<file path="src/rtl/neuron_column_sched.sv">
// Time-multiplexed integrate-and-fire column: one shared weighted-sum and
// threshold datapath evaluates NUM_NEURONS neurons, one per cycle.
// Ports: clk, rst (sync, active-high), start, spikes_in -> volley capture;
// w_ren, w_addr, w_rdata -> 1-cycle-latency weight RAM;
// busy, done, spikes_out, fired, winner -> status and column result.
module neuron_column_sched #(
  parameter int NUM_NEURONS = 16,
  parameter int NUM_SPIKES  = 64,
  parameter int WBITS       = 3,
  parameter int THRESHOLD   = 16,
  parameter int AW          = $clog2(NUM_NEURONS),
  parameter int SUM_W       = $clog2(NUM_SPIKES*(2**WBITS-1)+1)
) (
  input  logic                        clk,
  input  logic                        rst,
  input  logic                        start,
  input  logic [NUM_SPIKES-1:0]       spikes_in,
  output logic                        w_ren,
  output logic [AW-1:0]               w_addr,
  input  logic [NUM_SPIKES*WBITS-1:0] w_rdata,
  output logic                        busy,
  output logic                        done,
  output logic [NUM_NEURONS-1:0]      spikes_out,
  output logic                        fired,
  output logic [AW-1:0]               winner
);

  typedef enum logic [1:0] {
    S_IDLE,
    S_RUN,
    S_DRAIN,
    S_DONE
  } state_e;

  state_e                  state_q, state_d;
  logic [AW-1:0]           idx_q, idx_d;
  logic [AW-1:0]           tag_q, tag_d;
  logic                    v_q, v_d;
  logic [NUM_SPIKES-1:0]   spk_q, spk_d;
  logic [NUM_NEURONS-1:0]  vec_q, vec_d;
  logic [NUM_NEURONS-1:0]  so_q, so_d;
  logic                    fired_q, fired_d;
  logic [AW-1:0]           win_q, win_d;
  logic [SUM_W-1:0]        sum;
  logic                    hit;

  // Lowest set index wins; 0 when the vector is empty.
  function automatic logic [AW-1:0] prio(
    input logic [NUM_NEURONS-1:0] v
  );
    prio = '0;
    for (int n = NUM_NEURONS-1; n >= 0; n--) begin
      if (v[n]) prio = AW'(n);
    end
  endfunction

  // Weighted sum of the captured volley against the fetched weights.
  always_comb begin
    sum = '0;
    for (int i = 0; i < NUM_SPIKES; i++) begin
      if (spk_q[i]) begin
        sum = sum + SUM_W'(w_rdata[i*WBITS +: WBITS]);
      end
    end
    hit = (int'(sum) > THRESHOLD);
  end

  always_comb begin
    state_d = state_q;
    idx_d   = idx_q;
    tag_d   = tag_q;
    v_d     = 1'b0;
    spk_d   = spk_q;
    vec_d   = vec_q;
    so_d    = so_q;
    fired_d = fired_q;
    win_d   = win_q;
    // w_rdata answers the fetch issued last cycle, tagged in tag_q.
    if (v_q) vec_d[tag_q] = hit;
    unique case (state_q)
      S_IDLE: begin
        if (start) begin
          state_d = S_RUN;
          spk_d   = spikes_in;
          vec_d   = '0;
          idx_d   = '0;
        end
      end
      S_RUN: begin
        v_d   = 1'b1;
        tag_d = idx_q;
        if (idx_q == AW'(NUM_NEURONS-1)) begin
          state_d = S_DRAIN;
        end else begin
          idx_d = idx_q + AW'(1);
        end
      end
      S_DRAIN: begin
        // Publish including the last neuron evaluated this cycle.
        state_d = S_DONE;
        so_d    = vec_d;
        fired_d = |vec_d;
        win_d   = prio(vec_d);
      end
      S_DONE: begin
        state_d = S_IDLE;
      end
    endcase
  end

  always_ff @(posedge clk) begin
    if (rst) begin
      state_q <= S_IDLE;
      idx_q   <= '0;
      tag_q   <= '0;
      v_q     <= 1'b0;
      spk_q   <= '0;
      vec_q   <= '0;
      so_q    <= '0;
      fired_q <= 1'b0;
      win_q   <= '0;
    end else begin
      state_q <= state_d;
      idx_q   <= idx_d;
      tag_q   <= tag_d;
      v_q     <= v_d;
      spk_q   <= spk_d;
      vec_q   <= vec_d;
      so_q    <= so_d;
      fired_q <= fired_d;
      win_q   <= win_d;
    end
  end

  assign w_ren      = (state_q == S_RUN);
  assign w_addr     = idx_q;
  assign busy       = (state_q != S_IDLE);
  assign done       = (state_q == S_DONE);
  assign spikes_out = so_q;
  assign fired      = fired_q;
  assign winner     = win_q;

endmodule

</file>
<file path="config.mk">
export PLATFORM = sky130hd
export DESIGN_NAME = neuron_column_sched
export DESIGN_NICKNAME = d
export VERILOG_FILES = /design/src/rtl/neuron_column_sched.sv
export SDC_FILE = /design/constraint.sdc
export NUM_CORES = 1
export LEC_CHECK = 0
export CORE_MARGIN = 1.5
export CORE_UTILIZATION = 46
export DETAILED_ROUTE_END_ITERATION = 10
export GPL_TIMING_DRIVEN = 0
export PLACE_DENSITY = 0.72
export SETUP_SLACK_MARGIN = 0.2
export SLEW_MARGIN = 5
export SYNTH_ARGS = -nofsm -noshare
export SYNTH_HDL_FRONTEND = slang
export SYNTH_SLANG_ARGS = --single-unit
</file>
<file path="constraint.sdc">
create_clock -name clk -period 58.3 [get_ports clk]
set_input_delay 8.745 -clock clk [delete_from_list [all_inputs] [get_ports clk]]
set_output_delay 8.745 -clock clk [all_outputs]
set_load 0.05 [all_outputs]
</file>
[After elaboration in Yosys (flattened, before gate mapping)]
Index checks and enable logic that the tools add are counted.
Cells by class
  $add $sub $neg: 64
  order comparisons: 3
  equality and inequality tests: 7
  multiplexer cells: 93
  reductions and logical operators: 8
Operator list (number)
  adder 9 x 3 -> 9 bit: 63
  two-way mux 9 bit: 63
  two-way mux 4 bit: 18
  two-way mux 16 bit: 3
  bitwise mux 16 bit: 1
  OR reduction 16 bit: 1
  greater-than comparator 9 x 5 -> 1 bit (second input constant): 1
  one-hot mux 2 bit (4 select lines): 1
  one-hot mux 4 bit (2 select lines): 1
  < comparator 4 x 5 -> 1 bit (second input constant): 1
  adder 4 x 1 -> 4 bit (second input constant): 1
  demux 1 bit (select 4 bit): 1
  == test 2 bit (second input constant): 2
  == test 4 bit (second input constant): 1
  greater-or-equal comparator 4 x 1 -> 1 bit (second input constant): 1
  two-way mux 2 bit: 2
  != test 2 bit (second input constant): 2
  AND reduction 2 bit: 2
  nonzero test 2 bit: 2
  two-way mux 3 bit: 1
  AND reduction 3 bit: 1
  == test 2 x 1 -> 1 bit (second input constant): 1
  logical NOT 2 bit: 1
  two-way mux 1 bit: 2
  2 further kinds: 2
Word-level totals
  register bits: 112
  bits of input ports: 259
  output and inout port bits: 28
  word-level logic and storage cells: 184

[Longest topological paths before layout]
  depth in word-level cells: 146
  mapped depth: 261
  gate-level depth less buffers: 259

[Worst setup path before layout]
OpenSTA, ideal clock, no wires.
  path kind: input to register
  from: in w_rdata[0]
  to: reg win_q[2], in the netlist winner[2]
  setup time: 0.128 ns
  arrival: 59.019 ns
  data required time: 58.172 ns
  slack: -0.846 ns
  stages on the path: 233
  path buffers: 1
  path through: and2_1 > ha_1 > mux2_2 > ha_1 > inv_1 > fa_1 > nand2_1 > o21a_1 > inv_1 > fa_1 > mux2i_1 > inv_1 > fa_1 > nand2_1 > o21ai_0 > fa_1 > mux2i_1 > inv_1 > [... 197 more ...] > fa_1 > mux2_2 > fa_1 > mux2i_1 > inv_1 > fa_1 > xnor2_1 > nor3b_1 > a21oi_1 > nor4_1 > o311ai_2 > nand2_4 > buf_4 > o311ai_1 > or3b_1 > a31oi_1 > a2bb2oi_1 > nor2_1
On the way
  word-level cells in the longest chain between the ends: 146
Ends and longest elaborated chain
  from (decl): line 20  | input logic [NUM_SPIKES*WBITS-1:0] w_rdata,
  two-way mux 3 bit *: line 61  | if (spk_q[i]) begin
  adder 9 x 3 -> 9 bit: line 62  | sum = sum + SUM_W'(w_rdata[i*WBITS +: WBITS]);
  two-way mux 9 bit *: line 61
  adder 9 x 3 -> 9 bit: line 62
  two-way mux 9 bit *: line 61
  adder 9 x 3 -> 9 bit: line 62
  two-way mux 9 bit *: line 61
  adder 9 x 3 -> 9 bit: line 62
  [... 116 more ...]
  two-way mux 9 bit *: line 61
  adder 9 x 3 -> 9 bit: line 62
  two-way mux 9 bit *: line 61
  greater-than comparator 9 x 5 -> 1 bit *: line 65  | hit = (int'(sum) > THRESHOLD);
  bitwise mux 16 bit *: line 79  | if (v_q) vec_d[tag_q] = hit;
  two-way mux 16 bit *: line 79
  two-way mux 4 bit (15 in a row): line 53  | if (v[n]) prio = AW'(n);
  two-way mux 4 bit *: line 53
  to (signal assigned): line 131  | win_q <= win_d;
  to (decl): line 43  | logic [AW-1:0] win_q, win_d;
Every way passes the cells marked *; elsewhere a longest branch is shown, timed or not.
A chain may end at the register's enable or synchronous reset.

[Final worst setup path]
  from: in w_rdata[0]
  to: reg fired_q, in the netlist fired
On the way
  word-level cells in the longest chain between the ends: 131
Ends and longest elaborated chain
  two-way mux 3 bit *: line 61
  adder 9 x 3 -> 9 bit: line 62
  two-way mux 9 bit *: line 61
  adder 9 x 3 -> 9 bit: line 62
  two-way mux 9 bit *: line 61
  adder 9 x 3 -> 9 bit: line 62
  two-way mux 9 bit *: line 61
  adder 9 x 3 -> 9 bit: line 62
  [... 115 more ...]
  adder 9 x 3 -> 9 bit: line 62
  two-way mux 9 bit *: line 61
  adder 9 x 3 -> 9 bit: line 62
  two-way mux 9 bit *: line 61
  greater-than comparator 9 x 5 -> 1 bit *: line 65
  bitwise mux 16 bit *: line 79
  two-way mux 16 bit *: line 79
  OR reduction 16 bit *: line 102  | fired_d = |vec_d;
  to (signal assigned): line 130  | fired_q <= fired_d;
  to (decl): line 42  | logic fired_q, fired_d;
Marks and branches as above.

==> results.txt <==
----------------------------------------------------
[Outcome]
  Run status ... finished with violations
  Violated checks ... negative setup slack

[CTS]
  Clock tree from TritonCTS ... done
  Total clock buffers created by CTS ... 9
  Sink Count ... 112
  Cell chosen for the clock root ... sky130_fd_sc_hd__clkbuf_16
  Clock-pin slew of the registers on the worst-case setup and hold paths ... 0.08 ns
  # H-tree levels ... 3
  Deepest clock path buffer count ... 2
  Clk_lat worst skew ... around 0.41 ns
  Number of buffers inserted by hold repair at cts ... 0

[Die]
  DIE HEIGHT ... 229 um
  Number of cell rows ... between 80 and 90
  Area of the die ... about 0.052 sq mm
  Starting utilization of the core area ... 46.7%
  Count of pins on the block boundary ... between 200 and 300
  CORE AREA ... ~0.05 sq mm
  Die W ... roughly 230 um

[Setup path]
  Maximum fanout along the worst path ... 5
  CP Capture Type ... flop
  Delay contributed by the slowest stage of the critical path ... approximately 0.7 ns
  Startpoint class of the critical path ... input port
  Cell with the largest stage delay on the worst path ... sky130_fd_sc_hd__or4b_2
  Endpoint arrival time on the critical path ... 58.54 ns
  Critical path data required time ... slightly below 60 ns
  Type of the worst setup path ... input port to flop
  Critical path's most frequent cell ... sky130_fd_sc_hd__fa_1
  Worst-case register-to-register setup slack ... between 7 and 8 ns

[STA]
  RSZ-0062 raised after global routing ... yes
  Setup total negative slack ... -0.00140 ns
  Slew at the pin closest to its max-slew limit ... 1.42 ns
  Number of endpoints failing setup at the final stage ... 1
  Hold Vio Cnt, Final ... 0
  Highest achievable clock rate ... approximately 0.017 GHz
  Final max-slew violation count ... 0
  Final Worst Setup Slack ... -0.00140 ns
  Period utilisation layout ... 100%
  Clock tree skew after final layout ... roughly 0.018 ns
  Post-route worst hold slack ... between 0.4 and 0.5 ns
  Max-slew headroom ... about 5.6%
  Time the worst path needs with I/O delays and setup ... between 50 and 60 ns

[Route]
  Starting DRT DRC Count ... between 1500 and 2000
  Detailed-route vias per instance ... roughly 5.5
  Total number of vias ... between 20000 and 25000
  Aggregate routed wire length ... a little over 70000 um
  Final routed wire length divided by cell count ... between 15 and 20 um
  Remaining antenna violation count after routing ... 0
  DRC ... 0
  First-pass detailed-route iteration total ... 5

[GRT]
  Number of antenna violations at the first check in global routing ... 6
  Maximum number of pins on one net before global-route repair ... 23
  Global-route wire length before repair ... around 110000 um
  GRT Residual Overflow ... 0
  Via count of the first global-routing pass ... 22600
  Global router's overall resource usage ... between 20% and 30%

[Place]
  Port-buffer cells ... approximately 290
  RePlAce Congestion ... roughly 0.9
  DP Wirelength ... between 50000 and 60000 um
  Placed cell count ... approximately 4200

[Yosys]
  Leading register cell type out of synthesis ... sky130_fd_sc_hd__dfxtp_1
  Number of enable flip-flop cells after synthesis ... 0
  Top cell type by total area after synthesis ... sky130_fd_sc_hd__ha_1
  Synth top area share ... around a tenth
  Most used standard cell by instance count after synthesis ... sky130_fd_sc_hd__nand2_1
  Area of the mapped netlist ... 0.0235 sq mm
  Most area-consuming cells after synthesis ... sky130_fd_sc_hd__ha_1 10%, sky130_fd_sc_hd__dfxtp_1 9.5%, sky130_fd_sc_hd__xnor2_1 7.3%
  Number of distinct library cells after synthesis ... approximately 110
  Post-synthesis register bit count ... around 110
  Share of synthesized registers carrying an async set or reset ... 0%
  Average footprint of a synthesized cell ... approximately 7.3 sq um
  Post-Syn Instances ... around 3200
  Synthesized netlist net count ... 3718
  Warning count from the yosys run ... 0
  Top cells by instance count after synthesis ... 384 x sky130_fd_sc_hd__nand2_1, 267 x sky130_fd_sc_hd__nor2_1, 255 x sky130_fd_sc_hd__a21oi_1
  Register area share after synthesis ... about a tenth

[Cells and area]
  Fraction of final layout cells sized beyond drive strength 1 ... between 10% and 20%
  Number of fillers in the final layout ... between 4000 and 5000
  Number of nets in the final layout ... 4224
  Layout Cells excl Fill ... about 4400
  Area delta synth->final ... 29.3%
  Finished Core Util ... between 60% and 70%

[Flow run]
  Count of max-cap constraint violations ... 0

[Hold path]
  Type of the worst min-delay path ... flop to flop

----------------------------------------------------
## per-layer routing
layer	GRT usage [%]	vias to the layer above	share of wire (%)
met5	0	-	0.051
met4	5.57	8	2.0
met3	3.69	99	5.9
met2	43.4	725	47
met1	34.9	11300	45
li1	-	12200	-
## final timing paths
check,startpoint,end,cells after the start
min reg2reg,winner[3],winner[3],2
max reg2reg,spk_q[0],fired,241
max,w_rdata[0],fired,242
min,winner[3],winner[3],2
## sequential cells by signal, summed over array words and instances (netlist names)
signal	cells
fired	1
spikes_out	16
spk_q	64
state_q	2
tag_q	4
v_q	1
vec_q	16
w_addr	4
winner	4
## cell type report
cell class	count	area (sq um)	share of cell area [%]
repair buffers	495	4510	14.8
flip-flops and latches	112	2240	7.38
well taps	672	841	2.77
clock inverters	7	87.6	0.288
diodes	3	7.51	0.0247
multi-input cells	2736	21100	69.4
plain buffers	108	449	1.48
clock buffers	9	225	0.741
inverters	245	922	3.03
## kinds of logic after synthesis
group,count (synthesis),share of synthesized area [%]
buffers and inverters,353,5.72
adders and majority gates,267,16.1
xor gates and xnor gates,338,16.4
AOI/OAI and AO/OA,850,22.4
muxes,141,6.44
DFF,112,9.54
and+or+nand+nor,1140,23.4
## placed cells by master, fill, tap and decap left out, types with 14 or more instances in the layout
master,instances
sky130_fd_sc_hd__nor2b_1,135
sky130_fd_sc_hd__a211oi_1,26
sky130_fd_sc_hd__o21a_1,63
sky130_fd_sc_hd__nor3_1,60
sky130_fd_sc_hd__inv_2,23
sky130_fd_sc_hd__o22ai_1,18
sky130_fd_sc_hd__buf_4,199
sky130_fd_sc_hd__mux2_2,64
sky130_fd_sc_hd__and2_1,20
sky130_fd_sc_hd__ha_4,16
sky130_fd_sc_hd__xnor3_1,27
sky130_fd_sc_hd__o21ai_2,22
sky130_fd_sc_hd__a21o_1,40
sky130_fd_sc_hd__a21oi_1,232
sky130_fd_sc_hd__xnor2_2,20
sky130_fd_sc_hd__fa_1,56
sky130_fd_sc_hd__nor4_1,19
sky130_fd_sc_hd__clkbuf_1,82
sky130_fd_sc_hd__or3_1,18
sky130_fd_sc_hd__clkdlybuf4s50_1,282
sky130_fd_sc_hd__o31ai_1,17
sky130_fd_sc_hd__nand2_1,373
sky130_fd_sc_hd__o21ai_1,35
sky130_fd_sc_hd__o211ai_1,15
sky130_fd_sc_hd__dfxtp_1,112
sky130_fd_sc_hd__mux2i_1,56
sky130_fd_sc_hd__nand3_1,57
sky130_fd_sc_hd__a31oi_1,24
sky130_fd_sc_hd__xnor2_1,190
sky130_fd_sc_hd__buf_1,17
sky130_fd_sc_hd__nand2b_1,43
sky130_fd_sc_hd__inv_1,221
sky130_fd_sc_hd__a21oi_2,22
sky130_fd_sc_hd__xor2_1,67
sky130_fd_sc_hd__and3_1,20
sky130_fd_sc_hd__ha_1,180
sky130_fd_sc_hd__o21ai_0,185
sky130_fd_sc_hd__or2_2,14
sky130_fd_sc_hd__nor2_1,259
## critical path: cells and delay by family
family	cells	cell delay [ns]
compound gates	59	8.06
buf+inv	51	3.67
simple gates	53	7.12
mux	15	3.06
fa+ha+maj	61	27.28
xor+xnor	3	0.45
## timing repair
action / in CTS / in global routing
setup buffers: 118 / 89
resized for setup: 132 / 135
pin swaps: 86 / 144
endpoints found under the setup margin: 37 / 37
cloned: 1 / 1
## metrics by stage
step	setup slack, ns	cell area, sq um
after global placement	-4.73	27300
after detailed placement	-5.21	27400
final	-0.00140	30400
after global routing	-2.35	30400
after floorplan	0.234	23600
after CTS	0.195	29100
Power is not shown: default switching activity piles up to over one toggle a cycle in this logic, so the estimate is an artifact.
